**config.mk**
```make
export PLATFORM = sky130hd
export DESIGN_NAME = reg_file_sb
export DESIGN_NICKNAME = d
export VERILOG_FILES = /design/src/rtl/reg_file_pkg.sv /design/src/rtl/reg_entry.sv /design/src/rtl/reg_file_sb.sv
export SDC_FILE = /design/constraint.sdc
export NUM_CORES = 1
export LEC_CHECK = 0
export CAP_MARGIN = 20
export CORE_AREA = 3 3 211 213
export CTS_CLUSTER_SIZE = 10
export DETAILED_ROUTE_END_ITERATION = 6
export DIE_AREA = 0 0 214 216
export GPL_ROUTABILITY_DRIVEN = 0
export MAX_ROUTING_LAYER = met4
export PLACE_DENSITY = 0.89
export SLEW_MARGIN = 20
export SYNTH_ARGS = -nofsm -noshare
export SYNTH_HDL_FRONTEND = slang
export SYNTH_SLANG_ARGS = --single-unit
```
**constraint.sdc**
```tcl
create_clock -name clk -period 28.2 [get_ports clk]
set_input_delay 2.82 -clock clk [delete_from_list [all_inputs] [get_ports clk]]
set_output_delay 2.82 -clock clk [all_outputs]
set_load 0.02 [all_outputs]
```
**src/rtl/reg_file_pkg.sv**
```systemverilog
// rtl/reg_file_pkg.sv - shared constants and types for the datapath register file
package reg_file_pkg;

    localparam int DEFAULT_WIDTH = 32;
    localparam int DEFAULT_DEPTH = 16;
    localparam int DEFAULT_AW    = $clog2(DEFAULT_DEPTH);
    localparam int REG_ZERO      = 0;

    typedef logic [DEFAULT_AW-1:0] reg_addr_t;

endpackage

```
**src/rtl/reg_entry.sv**
```systemverilog
// rtl/reg_entry.sv - single register with enable and asynchronous clear
module reg_entry
    import reg_file_pkg::*;
#(
    parameter int               WIDTH     = DEFAULT_WIDTH,
    parameter logic [WIDTH-1:0] RESET_VAL = '0
) (
    input  logic             clk,
    input  logic             clr,
    input  logic             en,
    input  logic [WIDTH-1:0] d,
    output logic [WIDTH-1:0] q
);

    logic [WIDTH-1:0] data_q;
    logic [WIDTH-1:0] data_d;

    always_comb begin
        data_d = data_q;
        if (en) begin
            data_d = d;
        end
    end

    always_ff @(posedge clk or posedge clr) begin
        if (clr) begin
            data_q <= RESET_VAL;
        end else begin
            data_q <= data_d;
        end
    end

    assign q = data_q;

endmodule

```
**src/rtl/reg_file_sb.sv**
```systemverilog
// rtl/reg_file_sb.sv - register file with two read ports, write bypass and busy scoreboard
module reg_file_sb
    import reg_file_pkg::*;
#(
    parameter int               WIDTH     = DEFAULT_WIDTH,
    parameter int               DEPTH     = DEFAULT_DEPTH,
    parameter bit               ZERO_R0   = 1'b1,
    parameter bit               BYPASS    = 1'b1,
    parameter logic [WIDTH-1:0] RESET_VAL = '0,
    localparam int              AW        = $clog2(DEPTH)
) (
    input  logic             clk,
    input  logic             clr,
    input  logic             wr_en,
    input  logic [AW-1:0]    wr_addr,
    input  logic [WIDTH-1:0] wr_data,
    input  logic [AW-1:0]    rd_addr_a,
    output logic [WIDTH-1:0] rd_data_a,
    input  logic [AW-1:0]    rd_addr_b,
    output logic [WIDTH-1:0] rd_data_b,
    input  logic             issue_en,
    input  logic [AW-1:0]    issue_addr,
    output logic             busy_a,
    output logic             busy_b,
    output logic [DEPTH-1:0] busy_vec
);

    logic [WIDTH-1:0] reg_val [DEPTH];
    logic [DEPTH-1:0] wr_sel;
    logic [DEPTH-1:0] iss_sel;
    logic [DEPTH-1:0] busy_q;
    logic [DEPTH-1:0] busy_d;

    // An address names real storage only if in range and not the hardwired zero.
    function automatic logic addr_ok(input logic [AW-1:0] a);
        return (32'(a) < DEPTH) && !(ZERO_R0 && (a == AW'(REG_ZERO)));
    endfunction

    always_comb begin
        wr_sel  = '0;
        iss_sel = '0;
        for (int i = 0; i < DEPTH; i++) begin
            wr_sel[i]  = wr_en    && addr_ok(wr_addr)    && (wr_addr    == AW'(i));
            iss_sel[i] = issue_en && addr_ok(issue_addr) && (issue_addr == AW'(i));
        end
    end

    for (genvar g = 0; g < DEPTH; g++) begin : g_reg
        if (ZERO_R0 && (g == REG_ZERO)) begin : g_zero
            assign reg_val[g] = '0;
        end else begin : g_entry
            reg_entry #(
                .WIDTH    (WIDTH),
                .RESET_VAL(RESET_VAL)
            ) u_entry (
                .clk(clk),
                .clr(clr),
                .en (wr_sel[g]),
                .d  (wr_data),
                .q  (reg_val[g])
            );
        end
    end

    // Issue is applied after writeback so a same-cycle set beats the clear.
    always_comb begin
        busy_d = (busy_q & ~wr_sel) | iss_sel;
    end

    always_ff @(posedge clk or posedge clr) begin
        if (clr) begin
            busy_q <= '0;
        end else begin
            busy_q <= busy_d;
        end
    end

    always_comb begin
        rd_data_a = '0;
        busy_a    = 1'b0;
        if (addr_ok(rd_addr_a)) begin
            busy_a = busy_q[rd_addr_a];
            if (BYPASS && !clr && wr_en && (wr_addr == rd_addr_a)) begin
                rd_data_a = wr_data;
            end else begin
                rd_data_a = reg_val[rd_addr_a];
            end
        end
    end

    always_comb begin
        rd_data_b = '0;
        busy_b    = 1'b0;
        if (addr_ok(rd_addr_b)) begin
            busy_b = busy_q[rd_addr_b];
            if (BYPASS && !clr && wr_en && (wr_addr == rd_addr_b)) begin
                rd_data_b = wr_data;
            end else begin
                rd_data_b = reg_val[rd_addr_b];
            end
        end
    end

    assign busy_vec = busy_q;

endmodule

```
* Word-level counts from Yosys, hierarchy flattened
Index checks and enable logic that the tools add are counted.
** Cells by class
- Reduce and logical (&&, ||, !) cells :: 44
- Magnitude comparators :: 4
- Bitwise gates (word level) :: 5
- Equal/unequal tests :: 32
- Mux-type cells :: 16
** Operator list (count)
- $bmux W32 S4 :: 2
- $mux W32 :: 8
- $eq A4 B4 Y1 const B :: 16
- $logic_and A1 B1 Y1 :: 37
- $eq A4 B3 Y1 const B :: 8
- $and A16 B16 Y16 :: 1
- $eq A4 B2 Y1 const B :: 4
- $logic_not A4 Y1 :: 4
- $not A16 Y16 :: 1
- $or A16 B16 Y16 :: 1
- $ge A5 B5 Y1 const B :: 2
- $lt A4 B5 Y1 const B :: 2
- $not A4 Y5 :: 2
- $bmux W1 S4 :: 2
- $eq A4 B1 Y1 const B :: 2
- $eq A4 B4 Y1 :: 2
- $mux W1 :: 4
- $logic_not A1 Y1 :: 3
** Storage, ports and cells
- Logic and storage cells :: 117
- Input bits :: 52
- Output and inout port bits :: 82
- Register bits after elaboration :: 496

* Depth between registers and ports, before layout
- Depth after elaboration :: 7
- Mapped depth :: 8
- Depth with buffers taken out :: 4

* By module
Synthesis repeated with hierarchy kept, for this count alone.
** Second synthesis, totals
- Cells, all modules :: 1983
- Area total of the unflattened synthesis :: 30032.6 sq um
** Modules (own cells, without submodules)
- reg_entry :: times used 15, area an instance 1348.8 sq um, cells each 69
- reg_file_sb :: times used 1, area an instance 9800.6 sq um, cells each 948

* Least setup slack after synthesis
OpenSTA, ideal clock, no wires.
- Path kind :: input to output
- Start :: input port rd_addr_b[1]
- End :: output port rd_data_b[11]
- Setup slack :: 21012 ps
- Path buffers :: 3
- Stages :: 7
- Data required time :: 25380 ps
- Arrival time :: 4368 ps
- Path through :: buf_2 > buf_4 > clkbuf_1 > mux4_2 > mux2_2 > a22oi_1 > a21oi_1
** On the way
- Longest elaborated chain between the ends :: 6
** Ends and longest elaborated chain
- start, declared :: line reg_file_sb.sv:19 : input logic [AW-1:0] rd_addr_b,
- $not A4 Y5 (implied by the code) :: line reg_file_sb.sv:99 : rd_data_b = reg_val[rd_addr_b];
- $bmux W32 S4 :: line reg_file_sb.sv:99
- $mux W32 (implied by the code) (2 in series) :: line reg_file_sb.sv:99
- $mux W32 :: line reg_file_sb.sv:96 : if (BYPASS && !clr && wr_en && (wr_addr == rd_addr_b)) begin
- $mux W32 (*) :: line reg_file_sb.sv:94 : if (addr_ok(rd_addr_b)) begin
- end, declared :: line reg_file_sb.sv:20 : output logic [WIDTH-1:0] rd_data_b,
Mark *: on every way between the ends. The rest lies on a longest branch, timed or not. The select of a mux whose other input is x is not followed.

* Final worst setup path
- Start :: input port rd_addr_a[1]
- End :: output port rd_data_a[30]
** On the way
- Longest elaborated chain between the ends :: 6
** Ends and longest elaborated chain
- start, declared :: line reg_file_sb.sv:17 : input logic [AW-1:0] rd_addr_a,
- $not A4 Y5 (implied by the code) :: line reg_file_sb.sv:86 : rd_data_a = reg_val[rd_addr_a];
- $bmux W32 S4 :: line reg_file_sb.sv:86
- $mux W32 (implied by the code) (2 in series) :: line reg_file_sb.sv:86
- $mux W32 :: line reg_file_sb.sv:83 : if (BYPASS && !clr && wr_en && (wr_addr == rd_addr_a)) begin
- $mux W32 (*) :: line reg_file_sb.sv:81 : if (addr_ok(rd_addr_a)) begin
- end, declared :: line reg_file_sb.sv:18 : output logic [WIDTH-1:0] rd_data_a,
Marked as above.

==> results.md <==
* Seq cells post-synth at 496
* Final routed wire length divided by cell count at 32.0 um
* Floorplan Core Area at 42900 um2
* Setup repair after global routing missed its margin: false
* Post-synthesis adder-cell area fraction at 0
* Layout cells sized above 1 at 0.282
* Number of fill cells in the layout at 2666
* Multiplexer area fraction after synthesis at 0.405
* Hold Violations, Final at 0
* VDD IR-drop max at 0.0000554 V
* Combined global-route utilization of all metal layers at 0.372
* Initial detailed-routing violation count at 2329
* Synthesized-area fraction occupied by ao, oa, aoi and oai cells at 0.0923
* CTS H-tree depth at 2
* Largest net degree at the start of global routing at 121
* Antenna violations before repair at 0
* Synthesis Warnings at 0
* Post-synthesis simple-gate area fraction at 0.0117
* Main flop type after synthesis: sky130_fd_sc_hd__dfrtp_1
* Launching element type of the critical path: input port
* Number of antenna repair diodes at 0
* Detail Placement HPWL at 47900 um
* Cell Int Power at 1.57 mW
* Fraction of synthesized cell area in xor and xnor cells at 0.00253
* DR vias at 19700
* Number of optimization iterations in the first detailed-route pass at 6
* Setup fix buffers added after clock tree synthesis at 0
* Busiest layer in global routing: met2
* Clock input transition at the sequential cells of the worst setup and hold paths at 0.05 ns
* Row count at 76
* Data required time of the critical path at 25.38 ns
* Top cells by count, synth: sky130_fd_sc_hd__dfrtp_1 (496), sky130_fd_sc_hd__mux2_1 (313), sky130_fd_sc_hd__mux2_2 (297)
* Status: completed
* CTS-repair resized insts at 0
* Remaining antenna violation count after routing at 0
* Area of the multi-input gates at 14300 um2
* Die X at 214 um
* P_sw at 0.675 mW
* Dominant cell type by area after synthesis: sky130_fd_sc_hd__dfrtp_1
* Via count of the first global-routing pass at 21000
* Clock Path Buffers at 3
* Post-route clock skew at 0 ns
* Portion of the clock cycle consumed by the worst path in the final layout at 0.367
* Avg Synthesized Cell Area at 13.8 um2
* Global-route wire length before repair at 127000 um
* Share of total power in sequential cells at 0.452
* Post-synth EDFFs at 0
* Met1 Track Usage GR at 0.477
* Post-detailed-route via-to-cell ratio at 7.54
* Sequential cell area fraction in the yosys report at 0.449
* Final Critical Period at 10.35 ns
* DRC Markers at 0
* Number of max-cap violations at 0
* I/O pin count at 134
* Critical path peak fanout at 57
* Instance count of the mapped netlist at 2009
* Count of hold buffers inserted by post-cts repair at 0
* Most repeated cell in the gate-level netlist after synthesis: sky130_fd_sc_hd__dfrtp_1
* Growth of design area from synthesis to finish at 10.9%
* Number of different library cells in the post-synthesis netlist at 33
* Relative contribution of the clock network to total power at 0.282
* Cells taking the most area after synthesis: sky130_fd_sc_hd__dfrtp_1 (45%), sky130_fd_sc_hd__mux2_1 (13%), sky130_fd_sc_hd__mux2_2 (12%)
* Number of nets produced by synthesis at 2061
* Clock insertion delay at the later pin of the skew report at 0.58 ns
* Number of port buffers at 133
* Total die area at 46200 um2
* Leakage power at 12.9 nW
* Netlist Area Pre-Place at 27700 um2
* CTS tree: done
* Fraction of power consumed by combinational cells at 0.266
* Transition at the pin with the smallest max-transition slack at 1.25 ns
* Worst slew margin relative to its limit at 0.165
* GR Util met2 at 0.552
* Number of nets in the layout at 2079
* CTS Buf Count at 56
* Aggregate routed wire length at 83800 um
* Clock Root Buffer: sky130_fd_sc_hd__clkbuf_16
* Total power of the final layout at 2.24 mW
* Arrival time at the worst endpoint at 7.53 ns
* Sum of negative setup slack at 0 ns
* Starting Density at 0.645
* Post-route design area at 30700 um2
* # clock sinks at 496
* Power Density at 73.1 nW/um2
* Area of all sequential standard cells at 12400 um2
* Net switching fraction of the power at 0.301
* Kind of critical path: in2out
* Global routing usage on met3 at 0.0993
* Congestion Overflow GR at 0
* Type of element capturing the critical path: primary output
* Dominant combinational cell family by area after synthesis: multiplexers
* Height of the chip at 216 um
* Min-Delay Path Class: reg2reg
* Peak clock frequency supported by timing at 96.6 MHz
* Finish-stage setup viols at 0
* Placed Area at 29100 um2
* Pins Over Slew Limit at 0
* Synth async-reset ratio at 1.00
* Share of the synthesized area in the top cell type at 0.449
metrics by stage:
stage	setup WS, ns	hold slack (ns)	cells	utilization
5_1_grt	17.80	0.394	2619	0.716
6_report	17.85	0.376	2619	0.716
3_3_place_gp	18.14	0.370	2551	0.679
2_1_floorplan	11.53	0.469	2009	-
3_5_place_dp	17.97	0.366	2552	0.680
4_1_cts	17.97	0.382	2617	0.714
area by class of cell:
cell class | instances | area share
clock buffer | 64 | 0.0480
clock inverter | 1 | 0.000245
inverter | 6 | 0.000978
multi-input combinational | 1287 | 0.466
sequential | 496 | 0.404
tap | 585 | 0.0238
timing repair buffer | 180 | 0.0565
cell usage in the layout, fill, tap and decap left out, types with 2 or more instances in the layout:
cell | netlist | routed
sky130_fd_sc_hd__a32o_1 | 3 | 3
sky130_fd_sc_hd__mux2_2 | 297 | 297
sky130_fd_sc_hd__inv_1 | 6 | 5
sky130_fd_sc_hd__nor3b_1 | 3 | 2
sky130_fd_sc_hd__or4_1 | 2 | 2
sky130_fd_sc_hd__mux2i_1 | 128 | 128
sky130_fd_sc_hd__nor2b_1 | 11 | 5
sky130_fd_sc_hd__buf_16 | 0 | 3
sky130_fd_sc_hd__a22oi_1 | 126 | 126
sky130_fd_sc_hd__nor2b_4 | 0 | 5
sky130_fd_sc_hd__buf_2 | 76 | 4
sky130_fd_sc_hd__a22o_1 | 4 | 4
sky130_fd_sc_hd__mux2_1 | 313 | 313
sky130_fd_sc_hd__o31ai_1 | 62 | 62
sky130_fd_sc_hd__clkdlybuf4s50_1 | 0 | 125
sky130_fd_sc_hd__a31oi_1 | 2 | 2
sky130_fd_sc_hd__a21oi_1 | 62 | 62
sky130_fd_sc_hd__dfrtp_1 | 496 | 496
sky130_fd_sc_hd__mux4_2 | 136 | 136
sky130_fd_sc_hd__buf_6 | 9 | 2
sky130_fd_sc_hd__nor2_4 | 0 | 9
sky130_fd_sc_hd__clkbuf_8 | 0 | 4
sky130_fd_sc_hd__nand2b_2 | 0 | 5
sky130_fd_sc_hd__a221o_1 | 64 | 64
sky130_fd_sc_hd__or2_1 | 2 | 2
sky130_fd_sc_hd__xnor2_1 | 8 | 8
sky130_fd_sc_hd__nand3_2 | 0 | 2
sky130_fd_sc_hd__nand2b_1 | 7 | 2
sky130_fd_sc_hd__o21ai_0 | 19 | 19
sky130_fd_sc_hd__clkbuf_1 | 107 | 5
sky130_fd_sc_hd__and2_1 | 0 | 2
sky130_fd_sc_hd__buf_4 | 24 | 44
sky130_fd_sc_hd__clkbuf_16 | 0 | 57
sky130_fd_sc_hd__o21ai_1 | 4 | 4
sky130_fd_sc_hd__nand3b_1 | 2 | 2
sky130_fd_sc_hd__nand2_1 | 12 | 12
sky130_fd_sc_hd__nand3_1 | 5 | 3
worst max-delay path, cell delays in order:
cell,delay [ns]
sky130_fd_sc_hd__clkbuf_8,0.46
sky130_fd_sc_hd__buf_4,0.89
sky130_fd_sc_hd__buf_4,0.87
sky130_fd_sc_hd__or4_1,0.90
sky130_fd_sc_hd__buf_4,0.43
sky130_fd_sc_hd__o31ai_1,0.12
sky130_fd_sc_hd__a21oi_1,0.19
sky130_fd_sc_hd__clkdlybuf4s50_1,0.67
flip-flops by register name (all words and copies together) (netlist names):
name                 count
g.g_entry.u_entry.q    480
busy_vec                16
power by group through the flow:
stage / logic (mW) / clock network (mW) / registers, mW
2_1_floorplan: 0.420 / 0 / 0.976
3_3_place_gp: 0.556 / 0 / 0.993
3_5_place_dp: 0.582 / 0 / 1.01
4_1_cts: 0.591 / 0.636 / 1.01
5_1_grt: 0.630 / 0.665 / 1.03
6_report: 0.596 / 0.633 / 1.01
final timing paths:
check | slack, ns | end | startpoint | depth (start not counted)
max | 17.85 | rd_data_a[30] | rd_addr_a[1] | 8
min | 0.38 | busy_vec[0] | busy_vec[0] | 0
max reg2reg | 27.25 | busy_vec[7] | busy_vec[7] | 2
min reg2reg | 0.38 | busy_vec[0] | busy_vec[0] | 0
max in group asynchronous | 22.00 | g_reg[6].g_entry.u_entry.q[27] | clr | 5
min in group asynchronous | 2.75 | g_reg[11].g_entry.u_entry.q[18] | clr | 2
routing by layer:
layer / up-vias / wire length, um
li1: 7815 / -
met1: 10200 / 31200
met2: 1397 / 38100
met3: 367 / 9820
met4: 0 / 4710
met5: - / 0
cell families after synthesis:
| group | Yosys count |
|---|---|
| simple gates | 59 |
| compound gates | 346 |
| xor+xnor | 8 |
| flops | 496 |
| mux | 874 |
| buf+inv | 226 |
No activity file was read; power rests on OpenSTA's default activity.
